### src/rtl/uart_pkg.sv
// Shared types for the UART receiver: parity mode and receiver FSM state.
// Also holds the 2-of-3 majority helper used by the bit sampler.
package uart_pkg;

   typedef enum logic [1:0] {
      PAR_NONE,
      PAR_EVEN,
      PAR_ODD
   } parity_t;

   typedef enum logic [2:0] {
      RX_IDLE,
      RX_START,
      RX_DATA,
      RX_PARITY,
      RX_STOP,
      RX_BREAK
   } rx_state_t;

   function automatic logic maj3(
      input logic a,
      input logic b,
      input logic c
   );
      return (a & b) | (a & c) | (b & c);
   endfunction

endpackage

### src/rtl/uart_fifo.sv
// Synchronous FIFO, count-based full/empty, registered occupancy.
// Ports: clk, rst, push/push_data/full, pop/pop_data/empty, count.
module uart_fifo #(
   parameter int WIDTH = 8,
   parameter int DEPTH = 4
) (
   input  logic                     clk,
   input  logic                     rst,
   input  logic                     push,
   input  logic [WIDTH-1:0]         push_data,
   output logic                     full,
   input  logic                     pop,
   output logic [WIDTH-1:0]         pop_data,
   output logic                     empty,
   output logic [$clog2(DEPTH):0]   count
);

   localparam int AW = $clog2(DEPTH);
   localparam logic [AW:0] FULL_CNT = (AW+1)'(DEPTH);

   logic [WIDTH-1:0] mem [DEPTH];
   logic [AW-1:0]    wr_q;
   logic [AW-1:0]    rd_q;
   logic [AW:0]      cnt_q;
   logic             do_push;
   logic             do_pop;

   assign full    = (cnt_q == FULL_CNT);
   assign empty   = (cnt_q == '0);
   assign count   = cnt_q;
   assign do_pop  = pop && !empty;
   // a pop frees the slot the full-FIFO push writes into
   assign do_push = push && (!full || do_pop);

   // head is gated so an empty FIFO always presents zero
   assign pop_data = empty ? '0 : mem[rd_q];

   always_ff @(posedge clk) begin
      if (do_push)
         mem[wr_q] <= push_data;
   end

   always_ff @(posedge clk or posedge rst) begin
      if (rst) begin
         wr_q  <= '0;
         rd_q  <= '0;
         cnt_q <= '0;
      end else begin
         if (do_push)
            wr_q <= wr_q + 1'b1;
         if (do_pop)
            rd_q <= rd_q + 1'b1;
         if (do_push && !do_pop)
            cnt_q <= cnt_q + 1'b1;
         else if (do_pop && !do_push)
            cnt_q <= cnt_q - 1'b1;
      end
   end

endmodule

### src/rtl/uart_rx_fifo.sv
// UART receiver with majority-vote sampling, parity/stop/break checks
// and a receive FIFO. Ports: clk, rst, ser_in, out_data/out_valid/
// out_ready, fifo_count, frame_err/parity_err/overrun_err, err_clr, busy.
module uart_rx_fifo
   import uart_pkg::*;
#(
   parameter int      CLKS_PER_BIT = 434,
   parameter int      DATA_BITS    = 8,
   parameter parity_t PARITY       = PAR_NONE,
   parameter int      STOP_BITS    = 1,
   parameter int      FIFO_DEPTH   = 4
) (
   input  logic                          clk,
   input  logic                          rst,
   input  logic                          ser_in,
   output logic [DATA_BITS-1:0]          out_data,
   output logic                          out_valid,
   input  logic                          out_ready,
   output logic [$clog2(FIFO_DEPTH):0]   fifo_count,
   output logic                          frame_err,
   output logic                          parity_err,
   output logic                          overrun_err,
   input  logic                          err_clr,
   output logic                          busy
);

   localparam logic [15:0] BIT_LAST  = 16'(CLKS_PER_BIT - 1);
   localparam logic [15:0] SMP_A     = 16'(CLKS_PER_BIT / 2 - 1);
   localparam logic [15:0] SMP_B     = 16'(CLKS_PER_BIT / 2);
   localparam logic [15:0] SMP_C     = 16'(CLKS_PER_BIT / 2 + 1);
   localparam logic [3:0]  DBIT_LAST = 4'(DATA_BITS - 1);

   logic [1:0]           sync_q;
   logic                 rx;
   rx_state_t            state_q;
   rx_state_t            state_d;
   logic [15:0]          cnt_q;
   logic [3:0]           bit_q;
   logic                 stop_q;
   logic                 smp_a_q;
   logic                 smp_b_q;
   logic [DATA_BITS-1:0] shift_q;
   logic                 par_bad_q;

   logic bit_end;
   logic mid;
   logic maj;
   logic last_stop;
   logic exp_par;
   logic push;
   logic pop;
   logic full;
   logic empty;
   logic frame_set;
   logic par_set;
   logic ovr_set;

   always_ff @(posedge clk or posedge rst) begin
      if (rst)
         sync_q <= 2'b11;
      else
         sync_q <= {sync_q[0], ser_in};
   end

   assign rx = sync_q[1];

   assign bit_end   = (cnt_q == BIT_LAST);
   // third sample arrives live, so the vote resolves on this count
   assign mid       = (cnt_q == SMP_C);
   assign maj       = maj3(smp_a_q, smp_b_q, rx);
   assign last_stop = (STOP_BITS == 1) || stop_q;
   assign exp_par   = (PARITY == PAR_ODD) ? ~^shift_q : ^shift_q;

   always_ff @(posedge clk or posedge rst) begin
      if (rst)
         state_q <= RX_IDLE;
      else
         state_q <= state_d;
   end

   always_comb begin
      state_d = state_q;
      unique case (state_q)
         RX_IDLE:
            if (!rx)
               state_d = RX_START;
         RX_START:
            if (mid && maj)
               state_d = RX_IDLE;
            else if (bit_end)
               state_d = RX_DATA;
         RX_DATA:
            if (bit_end && bit_q == DBIT_LAST)
               state_d = (PARITY == PAR_NONE) ? RX_STOP : RX_PARITY;
         RX_PARITY:
            if (bit_end)
               state_d = RX_STOP;
         RX_STOP:
            if (mid) begin
               if (!maj)
                  state_d = (shift_q == '0) ? RX_BREAK : RX_IDLE;
               else if (last_stop)
                  state_d = RX_IDLE;
            end
         RX_BREAK:
            if (rx)
               state_d = RX_IDLE;
         default:
            state_d = RX_IDLE;
      endcase
   end

   always_comb begin
      busy      = (state_q != RX_IDLE);
      push      = 1'b0;
      frame_set = 1'b0;
      par_set   = 1'b0;
      if (state_q == RX_STOP && mid) begin
         frame_set = !maj;
         push      = maj && last_stop && !par_bad_q;
      end
      if (state_q == RX_PARITY && mid)
         par_set = (maj != exp_par);
   end

   assign pop       = out_valid && out_ready;
   assign out_valid = !empty;
   assign ovr_set   = push && full && !pop;

   always_ff @(posedge clk or posedge rst) begin
      if (rst) begin
         cnt_q     <= '0;
         bit_q     <= '0;
         stop_q    <= 1'b0;
         smp_a_q   <= 1'b0;
         smp_b_q   <= 1'b0;
         shift_q   <= '0;
         par_bad_q <= 1'b0;
      end else begin
         // bit timer restarts on every bit and every state change
         if (state_d != state_q || bit_end ||
             state_q == RX_IDLE || state_q == RX_BREAK)
            cnt_q <= '0;
         else
            cnt_q <= cnt_q + 16'd1;
         if (cnt_q == SMP_A)
            smp_a_q <= rx;
         if (cnt_q == SMP_B)
            smp_b_q <= rx;
         if (state_q == RX_IDLE) begin
            bit_q     <= '0;
            stop_q    <= 1'b0;
            par_bad_q <= 1'b0;
         end
         if (state_q == RX_DATA) begin
            if (mid)
               shift_q <= {maj, shift_q[DATA_BITS-1:1]};
            if (bit_end)
               bit_q <= bit_q + 4'd1;
         end
         if (par_set)
            par_bad_q <= 1'b1;
         if (state_q == RX_STOP && bit_end)
            stop_q <= 1'b1;
      end
   end

   // a new error event outranks a simultaneous clear
   always_ff @(posedge clk or posedge rst) begin
      if (rst) begin
         frame_err   <= 1'b0;
         parity_err  <= 1'b0;
         overrun_err <= 1'b0;
      end else begin
         frame_err   <= frame_set | (frame_err   & ~err_clr);
         parity_err  <= par_set   | (parity_err  & ~err_clr);
         overrun_err <= ovr_set   | (overrun_err & ~err_clr);
      end
   end

   uart_fifo #(
      .WIDTH (DATA_BITS),
      .DEPTH (FIFO_DEPTH)
   ) u_fifo (
      .clk       (clk),
      .rst       (rst),
      .push      (push),
      .push_data (shift_q),
      .full      (full),
      .pop       (pop),
      .pop_data  (out_data),
      .empty     (empty),
      .count     (fifo_count)
   );

endmodule

### config.mk
export PLATFORM = sky130hd
export DESIGN_NAME = uart_rx_fifo
export DESIGN_NICKNAME = d
export VERILOG_FILES = /design/src/rtl/uart_pkg.sv /design/src/rtl/uart_fifo.sv /design/src/rtl/uart_rx_fifo.sv
export SDC_FILE = /design/constraint.sdc
export NUM_CORES = 1
export LEC_CHECK = 0
export CELL_PAD_IN_SITES_DETAIL_PLACEMENT = 1
export CELL_PAD_IN_SITES_GLOBAL_PLACEMENT = 1
export CORE_MARGIN = 3
export CORE_UTILIZATION = 44
export CTS_CLUSTER_DIAMETER = 100
export CTS_CLUSTER_SIZE = 30
export DETAILED_ROUTE_END_ITERATION = 7
export PLACE_DENSITY_LB_ADDON = 0.1
export SLEW_MARGIN = 20
export SYNTH_ARGS = -nofsm -noshare
export SYNTH_HDL_FRONTEND = slang
export SYNTH_SLANG_ARGS = --single-unit
### constraint.sdc
create_clock -name clk -period 2.8 [get_ports clk]
set_input_delay 0.7 -clock clk [delete_from_list [all_inputs] [get_ports clk]]
set_output_delay 0.7 -clock clk [all_outputs]
set_load 0.02 [all_outputs]
Yosys cells after proc, flatten, opt, wreduce, memory -nomap -nowiden
Memory sizes are Yosys's and may differ from the RTL's.
Cells that the tools add are included.
{"block": "word_totals", "n_memories": 1, "elab_cells": 101, "regBits": 46, "output_inout_bits": 16, "ramBits": 32, "in_bits": 5}
{"name": "u_fifo.mem", "words": 4, "width": 8, "read_ports": 1, "rd_ports_with_merged_regs": 0, "write_ports": 1, "line_no": "uart_fifo.sv:21", "rtl": "logic [WIDTH-1:0] mem [DEPTH];"}
{"block": "classes", "bitwise_logic": 12, "addsub": 6, "n_eq_ne": 13, "n_mux": 24, "reduce_logical": 31}
{"cell": "== test 16 x 8 -> 1 bit, second input constant", "n": 3}
{"cell": "two-way mux 3 bit", "n": 11}
{"cell": "one-hot mux 3 bit (6 select lines)", "n": 1}
{"cell": "adder 16 x 1 -> 16 bit, second input constant", "n": 1}
{"cell": "== test 16 x 9 -> 1 bit, second input constant", "n": 1}
{"cell": "two-way mux 16 bit", "n": 1}
{"cell": "logical AND 1 bit", "n": 12}
{"cell": "two-way mux 4 bit", "n": 3}
{"cell": "== test 3 bit, second input constant", "n": 3}
{"cell": "zero test 8 bit", "n": 1}
{"cell": "two-way mux 8 bit", "n": 1}
{"cell": "parity 8 bit", "n": 1}
{"cell": "zero test 1 bit", "n": 7}
{"cell": "two-way mux 1 bit", "n": 7}
{"cell": "AND 1 bit", "n": 6}
{"cell": "== test 3 x 2 -> 1 bit, second input constant", "n": 2}
{"cell": "zero test 3 bit", "n": 2}
{"cell": "OR 1 bit", "n": 5}
{"cell": "adder 2 x 1 -> 2 bit, second input constant", "n": 2}
{"cell": "adder 4 x 1 -> 4 bit, second input constant", "n": 1}
{"cell": "== test 4 x 3 -> 1 bit, second input constant", "n": 1}
{"cell": "logical OR 1 bit", "n": 4}
{"cell": "nonzero test 2 bit", "n": 2}
{"cell": "adder 3 x 1 -> 3 bit, second input constant", "n": 1}
{"cell": "7 further kinds", "n": 7}

Longest topological paths before layout
{"block": "depth", "ltp_word": 11, "ltp_mapped": 13}

Modules after synthesis
A second synthesis with hierarchy kept.
{"block": "unflattened", "hier_cells": 304, "area_unflattened_um2": 3743.6}
{"mod": "uart_rx_fifo", "seq_area_each_um2": 978.4, "area_each_um2": 2085.8, "instances": 1, "cells_per_inst": 216}
{"mod": "uart_fifo", "seq_area_each_um2": 1136.1, "area_each_um2": 1657.8, "instances": 1, "cells_per_inst": 88}

Worst setup path before layout
Ideal clock, no wire load.
{"block": "synth_timing", "path_type": "register to register", "from": "reg cnt_q[9]", "to": "reg u_fifo.cnt_q[2] (netlist: u_fifo.count[2])", "path_stages_with_launch": 12, "arrival_ps": 2733, "path_slack_ps": -13, "cell_sequence": "dfrtp_1 -> or4_4 -> nor4_2 -> nand4b_1 -> nor2b_1 -> buf_2 -> ha_1 -> inv_1 -> fa_1 -> xor2_1 -> nor2_1 -> xor2_1"}
{"block": "synth_via", "elab_chain_len": 7}
{"item": "from (decl)", "line_no": "uart_rx_fifo.sv:37", "rtl": "logic [15:0] cnt_q;"}
{"item": "from (signal assigned)", "line_no": "uart_rx_fifo.sv:145", "rtl": "cnt_q <= cnt_q + 16'd1;"}
{"item": "== test 16 x 8 -> 1 bit (*)", "line_no": "uart_rx_fifo.sv:69", "rtl": "assign mid = (cnt_q == SMP_C);"}
{"item": "logical AND 1 bit (*)", "line_no": "uart_rx_fifo.sv:118", "rtl": "if (state_q == RX_STOP && mid) begin"}
{"item": "two-way mux 1 bit (*)", "line_no": "uart_rx_fifo.sv:118"}
{"item": "logical AND 1 bit (*)", "line_no": "uart_fifo.sv:33", "rtl": "assign do_push = push && (!full || do_pop);"}
{"item": "via u_fifo.do_push", "line_no": "uart_fifo.sv:25", "rtl": "logic do_push;"}
{"item": "zero test 1 bit", "line_no": "uart_fifo.sv:55", "rtl": "else if (do_pop && !do_push)"}
{"item": "logical AND 1 bit", "line_no": "uart_fifo.sv:55"}
{"item": "nonzero test 2 bit (no source line)"}
{"item": "to (signal assigned)", "line_no": "uart_fifo.sv:54", "rtl": "cnt_q <= cnt_q + 1'b1;"}
{"item": "to (signal assigned)", "line_no": "uart_fifo.sv:56", "rtl": "cnt_q <= cnt_q - 1'b1;"}
{"item": "to (decl)", "line_no": "uart_fifo.sv:24", "rtl": "logic [AW:0] cnt_q;"}
Mark *: on every way through the listed nets, which the timed path passes. The rest lies on a longest branch.
A chain may end at the register's enable or synchronous reset.

Worst setup path in the final report
{"block": "layout_timing", "from": "reg cnt_q[15]", "to": "reg u_fifo.cnt_q[2] (netlist: u_fifo.count[2])"}
{"block": "layout_via", "elab_chain_len": 7}
{"item": "== test 16 x 8 -> 1 bit (*)", "line_no": "uart_rx_fifo.sv:69"}
{"item": "logical AND 1 bit (*)", "line_no": "uart_rx_fifo.sv:118"}
{"item": "two-way mux 1 bit (*)", "line_no": "uart_rx_fifo.sv:118"}
{"item": "logical AND 1 bit (*)", "line_no": "uart_fifo.sv:33"}
{"item": "zero test 1 bit", "line_no": "uart_fifo.sv:55"}
{"item": "logical AND 1 bit", "line_no": "uart_fifo.sv:55"}
{"item": "nonzero test 2 bit (no source line)"}
Every way passes the cells marked *; elsewhere a longest branch is shown, timed or not.

==> results.json <==
{
  "outcome": "finished clean",
  "yosysSeqAreaShare_pct": 56.9,
  "hold_viol": 0,
  "fillers": 830,
  "grt_overflow_total": 0,
  "fmax_mhz": 363,
  "timing.final.crit_period_ns": 2.75,
  "wl_per_cell_microns": 16.4,
  "synth_flop_cell": "dfrtp_1",
  "place_hpwl_mm": 5.42,
  "clockRootBuffer": "clkbuf_8",
  "path_class": "reg2reg",
  "final_nets": 374,
  "relSlewSlack_pct": 45.7,
  "hold_path_depth": 0,
  "ys_async_sr_fraction_pct": 59.0,
  "fp.coreArea_sq_um": 7970,
  "worstPathRequired_ns": 3.09,
  "ioPinCount": 21,
  "grt_pass1_vias": 2620,
  "clkSinkCount": 78,
  "die-height_microns": 97.9,
  "netlist_area_sq_um": 3710,
  "synth_top_family_by_area": "simple AND/OR/NAND/NOR gates",
  "drt_iter0_drc": 53,
  "wl_met3_microns": 181,
  "area_growth_pct": 19.9,
  "drc": 0,
  "worst-path-max-fanout": 2,
  "syn-num-nets": 327,
  "vias": 2377,
  "slew_viol_final": 0,
  "place_congestion": 0.794,
  "period_share_pct": 98.4,
  "fp-row-count": 32,
  "worst_slew_pin_slew_ns": 0.807,
  "insertion_delay_ns": 0.36,
  "layoutNonFillerInstCount": 461,
  "fin_ws_ns": 0.0455,
  "synth_compound_area_share_pct": 6.06,
  "ant_nets": 0,
  "critical_path.startpoint_type": "flip-flop",
  "antenna_found_initial": 0,
  "cts_tree": "built",
  "power_mw": 2.63,
  "drtPass1Iterations": 4,
  "n_antenna_cell": 0,
  "grt_max_degree": 25,
  "total_leakage_power_nw": 1.96,
  "min_path_type": "reg2reg",
  "grtUsageTotal_pct": 16.9,
  "ctsHtreeMaxLevel": 3,
  "synth_adder_area_share_pct": 5.52,
  "yosys_warnings": 0,
  "cts_buffers": 9,
  "route.met2.wl_mm": 3.86,
  "clockBufferDepth": 2,
  "drt-met1-wl_mm": 3.38,
  "initial_core_util_pct": 46.6,
  "design.die.area_sq_um": 9580,
  "die_w_microns": 97.9,
  "worst_ep_arrival_time_ns": 3.04,
  "synthDistinctLibCells": 49,
  "ctsHoldBuffers": 0,
  "synthSimpleGateAreaFrac_pct": 16.0,
  "ir_worst_vdd_v": 0.000328,
  "synth-edff-count": 32,
  "drt-vias-per-instance": 5.16,
  "avgSynthCellArea_sq_um": 12.1,
  "critPathCaptureType": "flip-flop",
  "maxUsedRoutingLayer": "met4",
  "dpl.cell_count": 435,
  "drive_above_1_share_pct": 21.7,
  "portBuffers": 20,
  "max-cap-violations": 0,
  "pre_cts_ws_ns": -0.257,
  "multi_input_area_sq_um": 1500,
  "wl_mm": 7.56,
  "rsz0062_at_grt": "yes",
  "r2r_cells": 10,
  "power.density_nw_per_um2": 590,
  "grt_pass1_wl_mm": 13.0,
  "regArea_sq_um": 2110,
  "skew_ns": 0.0158,
  "synthXorXnorAreaFrac_pct": 5.66,
  "synth_seq_cells": 78,
  "synth.mux.area_fraction_pct": 6.64,
  "cts.clk_slew.worst_paths_ns": 0.09,
  "setup_viol": 0,
  "syn_inst": 307
}
## per-stage QoR
stage	hold WS [ns]	instance area [sq um]	setup TNS, ns	utilization, %
after global routing	0.375	4450	-0.163	55.9
after detailed placement	0.352	4130	-0.374	51.9
after CTS	0.360	4410	0	55.4
final	0.357	4450	0	55.9
after floorplan	0.345	3720	0	-
after global placement	0.347	4130	-0.205	51.9
## cells by family after synthesis
| logic type | count (synthesis) |
|---|---|
| AND/OR/NAND/NOR | 110 |
| AO/OA/AOI/OAI | 36 |
| buffers and inverters | 29 |
| flip-flops | 78 |
| adder cells (fa/ha/maj) | 16 |
| XOR/XNOR | 24 |
| multiplexers | 14 |
## report_power, final
| group | internal [mW] | switching [mW] |
|---|---|---|
| sequential | 1.22 | 0.0612 |
| combinational | 0.171 | 0.155 |
| clock | 0.584 | 0.431 |
## cell usage after synthesis, drive strengths merged, types with 9 or more instances
master,count,share of area [%]
o21ai,16,2.3
inv,20,2.0
and2,13,2.2
xnor2,15,3.5
nand3,16,2.2
nand2,33,3.3
xor2,9,2.1
dfrtp,44,30
edfxtp,32,26
ha,14,4.7
a21oi,9,1.2
nor2,19,1.9
## worst max-delay path, cell delays in order, from the launching register on
cell and delay, ns:
dfrtp_1 0.39, or4_4 0.56, nor4_4 0.30, nand4b_1 0.20, nor2b_2 0.19, ha_2 0.20
inv_2 0.04, fa_2 0.33, xor2_1 0.17, nor2_1 0.13, xor2_1 0.17
## state kept, by name (all words and copies together), names as in the netlist, 2 cells and up
| name | cells |
|---|---|
| shift_q | 8 |
| u_fifo.count | 3 |
| sync_q | 2 |
| u_fifo.mem | 32 |
| bit_q | 4 |
| u_fifo.rd_q | 2 |
| state_q | 3 |
| u_fifo.wr_q | 2 |
| cnt_q | 16 |
## what timing repair did
action | CTS | global route
gates resized for setup | 11 | 5
setup endpoints to repair | 9 | 2
pin swaps | 5 | 5
hold endpoints to repair | 0 | 0
setup buffers | 5 | 5
## cell type report
cell class	instances	share of cell area, %
Timing Repair Buffer	45	8.76
Inverter	20	1.69
Sequential cell	78	47.5
Tap cell	102	2.87
Clock inverter	4	1.71
Clock buffer	12	3.74
Multi-Input combinational cell	200	33.8
## cells in the final DEF, fill, tap and decap left out, drive strengths merged, types with 2 or more instances in the layout
cell type / synthesis / routed
or2: 2 / 2
o22ai: 2 / 2
a21oi: 9 / 9
ha: 14 / 14
or4: 3 / 3
a22o: 2 / 2
clkdlybuf4s50: 0 / 12
dfstp: 2 / 2
nor2: 19 / 19
nand3: 16 / 16
dlygate4sd2: 0 / 8
a31oi: 2 / 2
inv: 20 / 21
nor3: 3 / 3
or3: 2 / 2
nor4: 5 / 5
nand4: 4 / 4
buf: 3 / 25
clkbuf: 6 / 12
mux4: 8 / 8
nand2: 33 / 33
xnor2: 15 / 15
o21ai: 16 / 16
and2: 13 / 13
xor2: 9 / 9
mux2: 5 / 5
dfrtp: 44 / 44
bufinv: 0 / 2
and3: 5 / 5
edfxtp: 32 / 32
## per-layer routing
layer	vias to the layer above	global-route usage, %
met3	12	3.86
met1	1165	21.5
met2	24	28.5
met5	-	0
li1	1176	-
met4	0	6.18
## path summary, 6_finish.rpt
path | startpoint | end | slack [ns]
max in group asynchronous | rst | sync_q[0]$_DFF_PP1_ | 1.48
max | cnt_q[15]$_DFF_PP0_ | u_fifo.count[2]$_DFFE_PP0P_ | 0.05
min in group asynchronous | rst | u_fifo.count[1]$_DFFE_PP0P_ | 0.70
min | sync_q[0]$_DFF_PP1_ | sync_q[1]$_DFF_PP1_ | 0.36
min reg2reg | sync_q[0]$_DFF_PP1_ | sync_q[1]$_DFF_PP1_ | 0.36
max reg2reg | cnt_q[15]$_DFF_PP0_ | u_fifo.count[2]$_DFFE_PP0P_ | 0.05
Power figures use the tool's default switching activity.
